<file path="src/rtl/eth_tx_frame_arbiter_pkg.sv">
// eth_arb_pkg: shared types and helpers for the TX frame arbiter and its round-robin picker.
//   state_t : arbiter FSM encoding (IDLE/PASS/ABORT/DRAIN, 2-bit)
//   clog2   : ceiling log2 usable in parameter expressions
package eth_arb_pkg;
    typedef enum logic [1:0] {IDLE = 2'd0, PASS = 2'd1, ABORT = 2'd2, DRAIN = 2'd3} state_t;
    function automatic int clog2(input int v);
        int r;
        r = 0;
        while ((1 << r) < v) r++;
        return r;
    endfunction
endpackage

</file>
<file path="src/rtl/eth_tx_frame_arbiter_if.sv">
// eth_tx_frame_arbiter_if: N_PORTS source AXI-stream lanes plus the single MAC-side AXI-stream.
//   s_axis_* : per-port source lanes, port k data at [8k+7:8k]
//   m_axis_* : shared MAC TX lane, tuser=1 on the last beat marks an aborted frame
//   slave    : arbiter view, master : source/MAC view
interface eth_tx_frame_arbiter_if #(parameter int N_PORTS = 4);
    logic [8*N_PORTS-1:0] s_axis_tdata;
    logic [N_PORTS-1:0]   s_axis_tvalid;
    logic [N_PORTS-1:0]   s_axis_tready;
    logic [N_PORTS-1:0]   s_axis_tlast;
    logic [7:0]           m_axis_tdata;
    logic                 m_axis_tvalid;
    logic                 m_axis_tready;
    logic                 m_axis_tlast;
    logic                 m_axis_tuser;
    modport slave (
        input  s_axis_tdata, s_axis_tvalid, s_axis_tlast, m_axis_tready,
        output s_axis_tready, m_axis_tdata, m_axis_tvalid, m_axis_tlast, m_axis_tuser
    );
    modport master (
        output s_axis_tdata, s_axis_tvalid, s_axis_tlast, m_axis_tready,
        input  s_axis_tready, m_axis_tdata, m_axis_tvalid, m_axis_tlast, m_axis_tuser
    );
endinterface

</file>
<file path="src/rtl/eth_tx_frame_arbiter_rr_pick.sv">
// rr_pick: combinational round-robin priority encoder.
//   req   : request vector
//   ptr   : index of the highest-priority requester this cycle
//   gnt   : one-hot winner, first set req at or above ptr (wrapping)
//   valid : any request present
module rr_pick import eth_arb_pkg::*; #(
    parameter  int N  = 4,
    localparam int PW = clog2(N)
) (
    input  logic [N-1:0]  req,
    input  logic [PW-1:0] ptr,
    output logic [N-1:0]  gnt,
    output logic          valid
);
    logic [PW-1:0] j;
    logic [PW-1:0] idx;
    // Scan from the farthest offset down so the nearest requester to ptr wins last.
    always_comb begin
        j     = '0;
        idx   = '0;
        valid = 1'b0;
        for (int i = N - 1; i >= 0; i--) begin
            j = PW'((int'(ptr) + i) % N);
            if (req[j]) begin
                idx   = j;
                valid = 1'b1;
            end
        end
        gnt = valid ? (N'(1) << idx) : '0;
    end
endmodule

</file>
<file path="src/rtl/eth_tx_frame_arbiter.sv">
// eth_tx_frame_arbiter: frame-level round-robin arbiter sharing one MAC TX AXI-stream, with stall watchdog.
//   i_clk, rst : clock, synchronous active-high reset
//   bus        : source lanes and MAC lane (slave modport)
//   o_grant    : one-hot current owner, 0 when idle
//   o_busy     : high in any state except IDLE
//   o_timeout  : one-cycle pulse when a stalled frame is aborted
module eth_tx_frame_arbiter import eth_arb_pkg::*; #(
    parameter int N_PORTS        = 4,
    parameter int TIMEOUT_CYCLES = 2048
) (
    input  logic                   i_clk,
    input  logic                   rst,
    eth_tx_frame_arbiter_if.slave  bus,
    output logic [N_PORTS-1:0]     o_grant,
    output logic                   o_busy,
    output logic                   o_timeout
);
    localparam int PW = clog2(N_PORTS);
    localparam int CW = clog2(TIMEOUT_CYCLES + 1);

    state_t             state_q, state_d;
    logic [N_PORTS-1:0] grant_q, grant_d, pick_gnt;
    logic [PW-1:0]      ptr_q, ptr_d, k, ptr_nx;
    logic [CW-1:0]      cnt_q, cnt_d;
    logic               timeout_q, timeout_d, pick_valid, vld_k, last_k;

    rr_pick #(.N(N_PORTS)) u_pick (
        .req   (bus.s_axis_tvalid),
        .ptr   (ptr_q),
        .gnt   (pick_gnt),
        .valid (pick_valid)
    );

    always_comb begin
        k = '0;
        for (int i = 0; i < N_PORTS; i++) if (grant_q[i]) k = PW'(i);
    end

    assign vld_k  = |(bus.s_axis_tvalid & grant_q);
    assign last_k = |(bus.s_axis_tlast & grant_q);
    assign ptr_nx = (k == PW'(N_PORTS - 1)) ? '0 : k + 1'b1;

    always_ff @(posedge i_clk) begin
        if (rst) begin
            state_q   <= IDLE;
            grant_q   <= '0;
            ptr_q     <= '0;
            cnt_q     <= '0;
            timeout_q <= 1'b0;
        end else begin
            state_q   <= state_d;
            grant_q   <= grant_d;
            ptr_q     <= ptr_d;
            cnt_q     <= cnt_d;
            timeout_q <= timeout_d;
        end
    end

    always_comb begin
        state_d   = state_q;
        grant_d   = grant_q;
        ptr_d     = ptr_q;
        cnt_d     = '0;
        timeout_d = 1'b0;
        unique case (state_q)
            IDLE: if (pick_valid) begin
                state_d = PASS;
                grant_d = pick_gnt;
            end
            PASS: begin
                // Any presented beat, even one stalled by the MAC, restarts the watchdog.
                cnt_d = vld_k ? '0 : (cnt_q == CW'(TIMEOUT_CYCLES)) ? cnt_q : cnt_q + 1'b1;
                if (vld_k && bus.m_axis_tready && last_k) begin
                    state_d = IDLE;
                    grant_d = '0;
                    ptr_d   = ptr_nx;
                end else if (!vld_k && cnt_q == CW'(TIMEOUT_CYCLES - 1)) begin
                    state_d   = ABORT;
                    timeout_d = 1'b1;
                end
            end
            ABORT: if (bus.m_axis_tready) state_d = DRAIN;
            DRAIN: if (vld_k && last_k) begin
                state_d = IDLE;
                grant_d = '0;
                ptr_d   = ptr_nx;
            end
            default: ;
        endcase
    end

    always_comb begin
        bus.m_axis_tdata  = (state_q == PASS) ? bus.s_axis_tdata[8*k +: 8] : '0;
        bus.m_axis_tvalid = (state_q == PASS) ? vld_k : (state_q == ABORT);
        bus.m_axis_tlast  = (state_q == PASS) ? last_k : (state_q == ABORT);
        bus.m_axis_tuser  = (state_q == ABORT);
        bus.s_axis_tready = (state_q == PASS) ? (bus.m_axis_tready ? grant_q : '0) :
                            (state_q == DRAIN) ? grant_q : '0;
    end

    assign o_grant   = grant_q;
    assign o_busy    = (state_q != IDLE);
    assign o_timeout = timeout_q;
endmodule
</file>
<file path="src/flat_wrapper.sv">
// flat-port wrapper written by rule: the top's interface ports become plain ports
module eth_tx_frame_arbiter_flat import eth_arb_pkg::*;
#(
    parameter int N_PORTS        = 4,
    parameter int TIMEOUT_CYCLES = 2048
)
  (i_clk, rst, o_grant, o_busy, o_timeout, bus_s_axis_tdata, bus_s_axis_tvalid, bus_s_axis_tlast, bus_m_axis_tready, bus_s_axis_tready, bus_m_axis_tdata, bus_m_axis_tvalid, bus_m_axis_tlast, bus_m_axis_tuser);
  eth_tx_frame_arbiter_if #(.N_PORTS(N_PORTS)) bus_i ();
  input  logic i_clk;
  input  logic rst;
  output logic [N_PORTS-1:0] o_grant;
  output logic o_busy;
  output logic o_timeout;
  input wire logic [$bits(bus_i.s_axis_tdata)-1:0] bus_s_axis_tdata;
  input wire logic [$bits(bus_i.s_axis_tvalid)-1:0] bus_s_axis_tvalid;
  input wire logic [$bits(bus_i.s_axis_tlast)-1:0] bus_s_axis_tlast;
  input wire logic [$bits(bus_i.m_axis_tready)-1:0] bus_m_axis_tready;
  output wire logic [$bits(bus_i.s_axis_tready)-1:0] bus_s_axis_tready;
  output wire logic [$bits(bus_i.m_axis_tdata)-1:0] bus_m_axis_tdata;
  output wire logic [$bits(bus_i.m_axis_tvalid)-1:0] bus_m_axis_tvalid;
  output wire logic [$bits(bus_i.m_axis_tlast)-1:0] bus_m_axis_tlast;
  output wire logic [$bits(bus_i.m_axis_tuser)-1:0] bus_m_axis_tuser;
  assign bus_i.s_axis_tdata = bus_s_axis_tdata;
  assign bus_i.s_axis_tvalid = bus_s_axis_tvalid;
  assign bus_i.s_axis_tlast = bus_s_axis_tlast;
  assign bus_i.m_axis_tready = bus_m_axis_tready;
  assign bus_s_axis_tready = bus_i.s_axis_tready;
  assign bus_m_axis_tdata = bus_i.m_axis_tdata;
  assign bus_m_axis_tvalid = bus_i.m_axis_tvalid;
  assign bus_m_axis_tlast = bus_i.m_axis_tlast;
  assign bus_m_axis_tuser = bus_i.m_axis_tuser;
  eth_tx_frame_arbiter #(.N_PORTS(N_PORTS), .TIMEOUT_CYCLES(TIMEOUT_CYCLES)) u_core (.i_clk(i_clk), .rst(rst), .bus(bus_i), .o_grant(o_grant), .o_busy(o_busy), .o_timeout(o_timeout));
endmodule
</file>
<file path="config.mk">
export PLATFORM = sky130hd
export DESIGN_NAME = eth_tx_frame_arbiter_flat
export DESIGN_NICKNAME = d
export VERILOG_FILES = /design/src/rtl/eth_tx_frame_arbiter_pkg.sv /design/src/rtl/eth_tx_frame_arbiter_if.sv /design/src/rtl/eth_tx_frame_arbiter_rr_pick.sv /design/src/rtl/eth_tx_frame_arbiter.sv /design/src/flat_wrapper.sv
export SDC_FILE = /design/constraint.sdc
export NUM_CORES = 1
export LEC_CHECK = 0
export CAP_MARGIN = 20
export CORE_ASPECT_RATIO = 0.8
export CORE_MARGIN = 2
export CORE_UTILIZATION = 47
export DETAILED_ROUTE_END_ITERATION = 12
export PLACE_DENSITY = 0.93
export SLEW_MARGIN = 20
export SYNTH_ARGS = -nofsm -noshare
export SYNTH_HDL_FRONTEND = slang
export SYNTH_SLANG_ARGS = --single-unit
</file>
<file path="constraint.sdc">
create_clock -name i_clk -period 3.3 [get_ports i_clk]
set_input_delay 0.99 -clock i_clk [delete_from_list [all_inputs] [get_ports i_clk]]
set_output_delay 0.99 -clock i_clk [all_outputs]
set_load 0.02 [all_outputs]
</file>
==> impl_metrics.tcl <==
set metrics [dict create \
    status "completed" \
    dieArea_um2 3840 \
    wl_per_cell_um 14.6 \
    ys.flop_type "dfxtp_1" \
    clk_pin_slew_ps 80 \
    synth_async_sr_flop_share_pct 0 \
    critPathBufInv 2 \
    postCtsSetupBuffers 0 \
    drt_iter0_markers 111 \
    p_leak_nw 0.882 \
    cts_buffers 3 \
    cts.sinks 21 \
    routed_wl_mm 4.57 \
    cts_max_level 1 \
    cpLargestDelayFamily "buffers and inverters" \
    cts_resized 18 \
    endpoint_kind "output port" \
    grt-ovfl-total 0 \
    gp_congestion 0.904 \
    hold_viol 0 \
    multiInputGateArea_um2 1100 \
    finalNonFillerCells 314 \
    initial_core_util_pct 50.0 \
    cp_slowest_cell "clkdlybuf4s50_1" \
    post-route-min-period_ps 3240 \
    fillers 246 \
    finalCritPeriodShare_pct 98.1 \
    grt_max_degree 15 \
    synth.distinct_cells 44 \
    placedCellCount 310 \
    grt_pass1_wl_mm 7.51 \
    critPathMaxStageDelay_ps 390 \
    dr.pass1.iters 4 \
    postSynthAreaPerCell_um2 7.69 \
    power_frac_seq_pct 26.7 \
    pin_count 64 \
    crit_fanout 1 \
    track_usage_pct 25.3 \
    cp.arrival_ps 2250 \
    insertion_delay_ps 260 \
    antenna_found_initial 0 \
    p_sw_share_pct 41.9 \
    setup_violations 0 \
    ys_warn_count 0 \
    final.setup.tns_ps 0 \
    rows 18 \
    switchingPower_mw 0.490 \
    postCtsHoldBufs 0 \
    grt_pass1_vias 1657 \
    seqCellArea_um2 420 \
    drive_above_1_share_pct 11.3 \
    hold_path_class "flop to flop" \
    clockRootBuffer "clkbuf_8" \
    tightestPinTransition_ps 548 \
    synth_edf_count 0 \
    path_cells "clkdlybuf4s50_1 > mux2i_1 > nor2_1 > a21oi_1 > o21ai_0 > and2_1 > dlygate4sd2_1" \
    synth_seq_cells 21 \
    layout_common_cells "clkdlybuf4s50_1 (48), nor2_1 (32), dfxtp_1 (21)" \
    routed-via-count 1658 \
    maxSlewViolCount 0 \
    yosysTopAreaCell "dfxtp_1" \
    maxSlewHeadroom_pct 63.4 \
    drv_cap 0 \
    p_total_mw 1.17 \
    hpwl_mm 3.69 \
    fp.dieH_um 55.8 \
    vias_per_cell 5.28 \
    crit_required_ps 2310 \
    die_w_um 68.8 \
    final_common_cell "clkdlybuf4s50_1" \
    area_growth_syn_to_layout_pct 47.8 \
    syn-num-nets 254 \
    seq_area_frac_synth_pct 26.7 \
    cts_tree "yes" \
    synth_area_um2 1580 \
    fin_nets 324 \
    cp-start-kind "input port" \
    core_um2 3150 \
    p_int_mw 0.681 \
    cellPowerDensity_nw_per_um2 503 \
    drc 0 \
    clock_path_buffers 2 \
    combPwrFrac_pct 58.4 \
    fmax_mhz 309 \
    skew_ps 2.02 \
    yosys.area.top_type_share_pct 26.7 \
    fin_worst_hold_slack_ps 550 \
    ant_nets 0 \
    irDropWorstVdd_uv 363 \
    clock_power_share_pct 14.9 \
    worstSetupPathType "input port to output port" \
    portBuffers 63 \
    grt_setup_unrepaired "false" \
    syn_inst 205 \
    synth_area_leaders "dfxtp_1 (27%), mux2i_1 (10%), nor2_1 (7.6%)" \
    antenna_cells 0 \
]
## synth_stat cells (7+ instances only)
master    instances
a21oi_1          11
and2_1            9
clkbuf_1          9
dfxtp_1          21
inv_1             8
mux2i_1          16
nand2_1          16
nand2b_1          7
nor2_1           32
nor2b_1          10
o21ai_0           9
## tightest hold or removal path: stages, from the launching register on
cell and delay (ps):
dfxtp_1 360, nand2b_1 80, mux2i_1 60
## layer usage
metal	vias up	share of wire, %	GRT usage [%]
li1	837	-	-
met1	762	45	32.2
met2	47	49	42.4
met4	0	2.6	7.56
met3	12	4.0	4.86
met5	-	0	0
## final timing paths
kind | start | end | slack, ps | cells after the start
worst max-delay path | bus_s_axis_tdata[10] | bus_m_axis_tdata[2] | 60 | 7
worst min-delay path | u_core.o_grant[0] | u_core.o_grant[0] | 550 | 2
worst max register to register | u_core.cnt_q[0] | flop | 860 | 6
worst min register to register | u_core.o_grant[0] | u_core.o_grant[0] | 550 | 2
## registers in the layout (all words and copies together) (netlist names), named ones only
register          flops
u_core.cnt_q         12
u_core.o_grant        4
u_core.ptr_q          2
u_core.o_timeout      1
u_core.state_q        1
## through the flow
| stage | util (%) | instance area (um2) | setup slack, ps |
|---|---|---|---|
| floorplan | - | 1580 | 614 |
| global placement | 73.1 | 2310 | -300 |
| detailed placement | 73.1 | 2310 | -318 |
| CTS | 74.5 | 2350 | 13.9 |
| global route | 73.9 | 2330 | 0.836 |
| finish | 73.9 | 2330 | 62.8 |
## cell type report
cell class | instances | area share [%]
well taps | 40 | 2.15
flip-flops and latches | 21 | 18.0
repair buffers | 74 | 29.1
inverters | 9 | 1.45
multi-input cells | 166 | 47.3
clock inverters | 1 | 0.215
clock buffers | 3 | 1.77
## power groups by stage
stage / sequential [mW] / combinational (mW) / clock, mW
3_5_place_dp: 0.319 / 0.711 / 0
4_1_cts: 0.313 / 0.691 / 0.177
2_1_floorplan: 0.315 / 0.413 / 0
3_3_place_gp: 0.319 / 0.692 / 0
5_1_grt: 0.318 / 0.739 / 0.187
6_report: 0.313 / 0.684 / 0.175
## kinds of logic after synthesis
family	share of synthesized area [%]
XOR/XNOR	5.56
AO/OA/AOI/OAI	16.1
adder cells (fa/ha/maj)	4.76
buffers and inverters	4.29
AND/OR/NAND/NOR	31.7
flip-flops	26.7
multiplexers	10.9
Power figures use the tool's default switching activity.
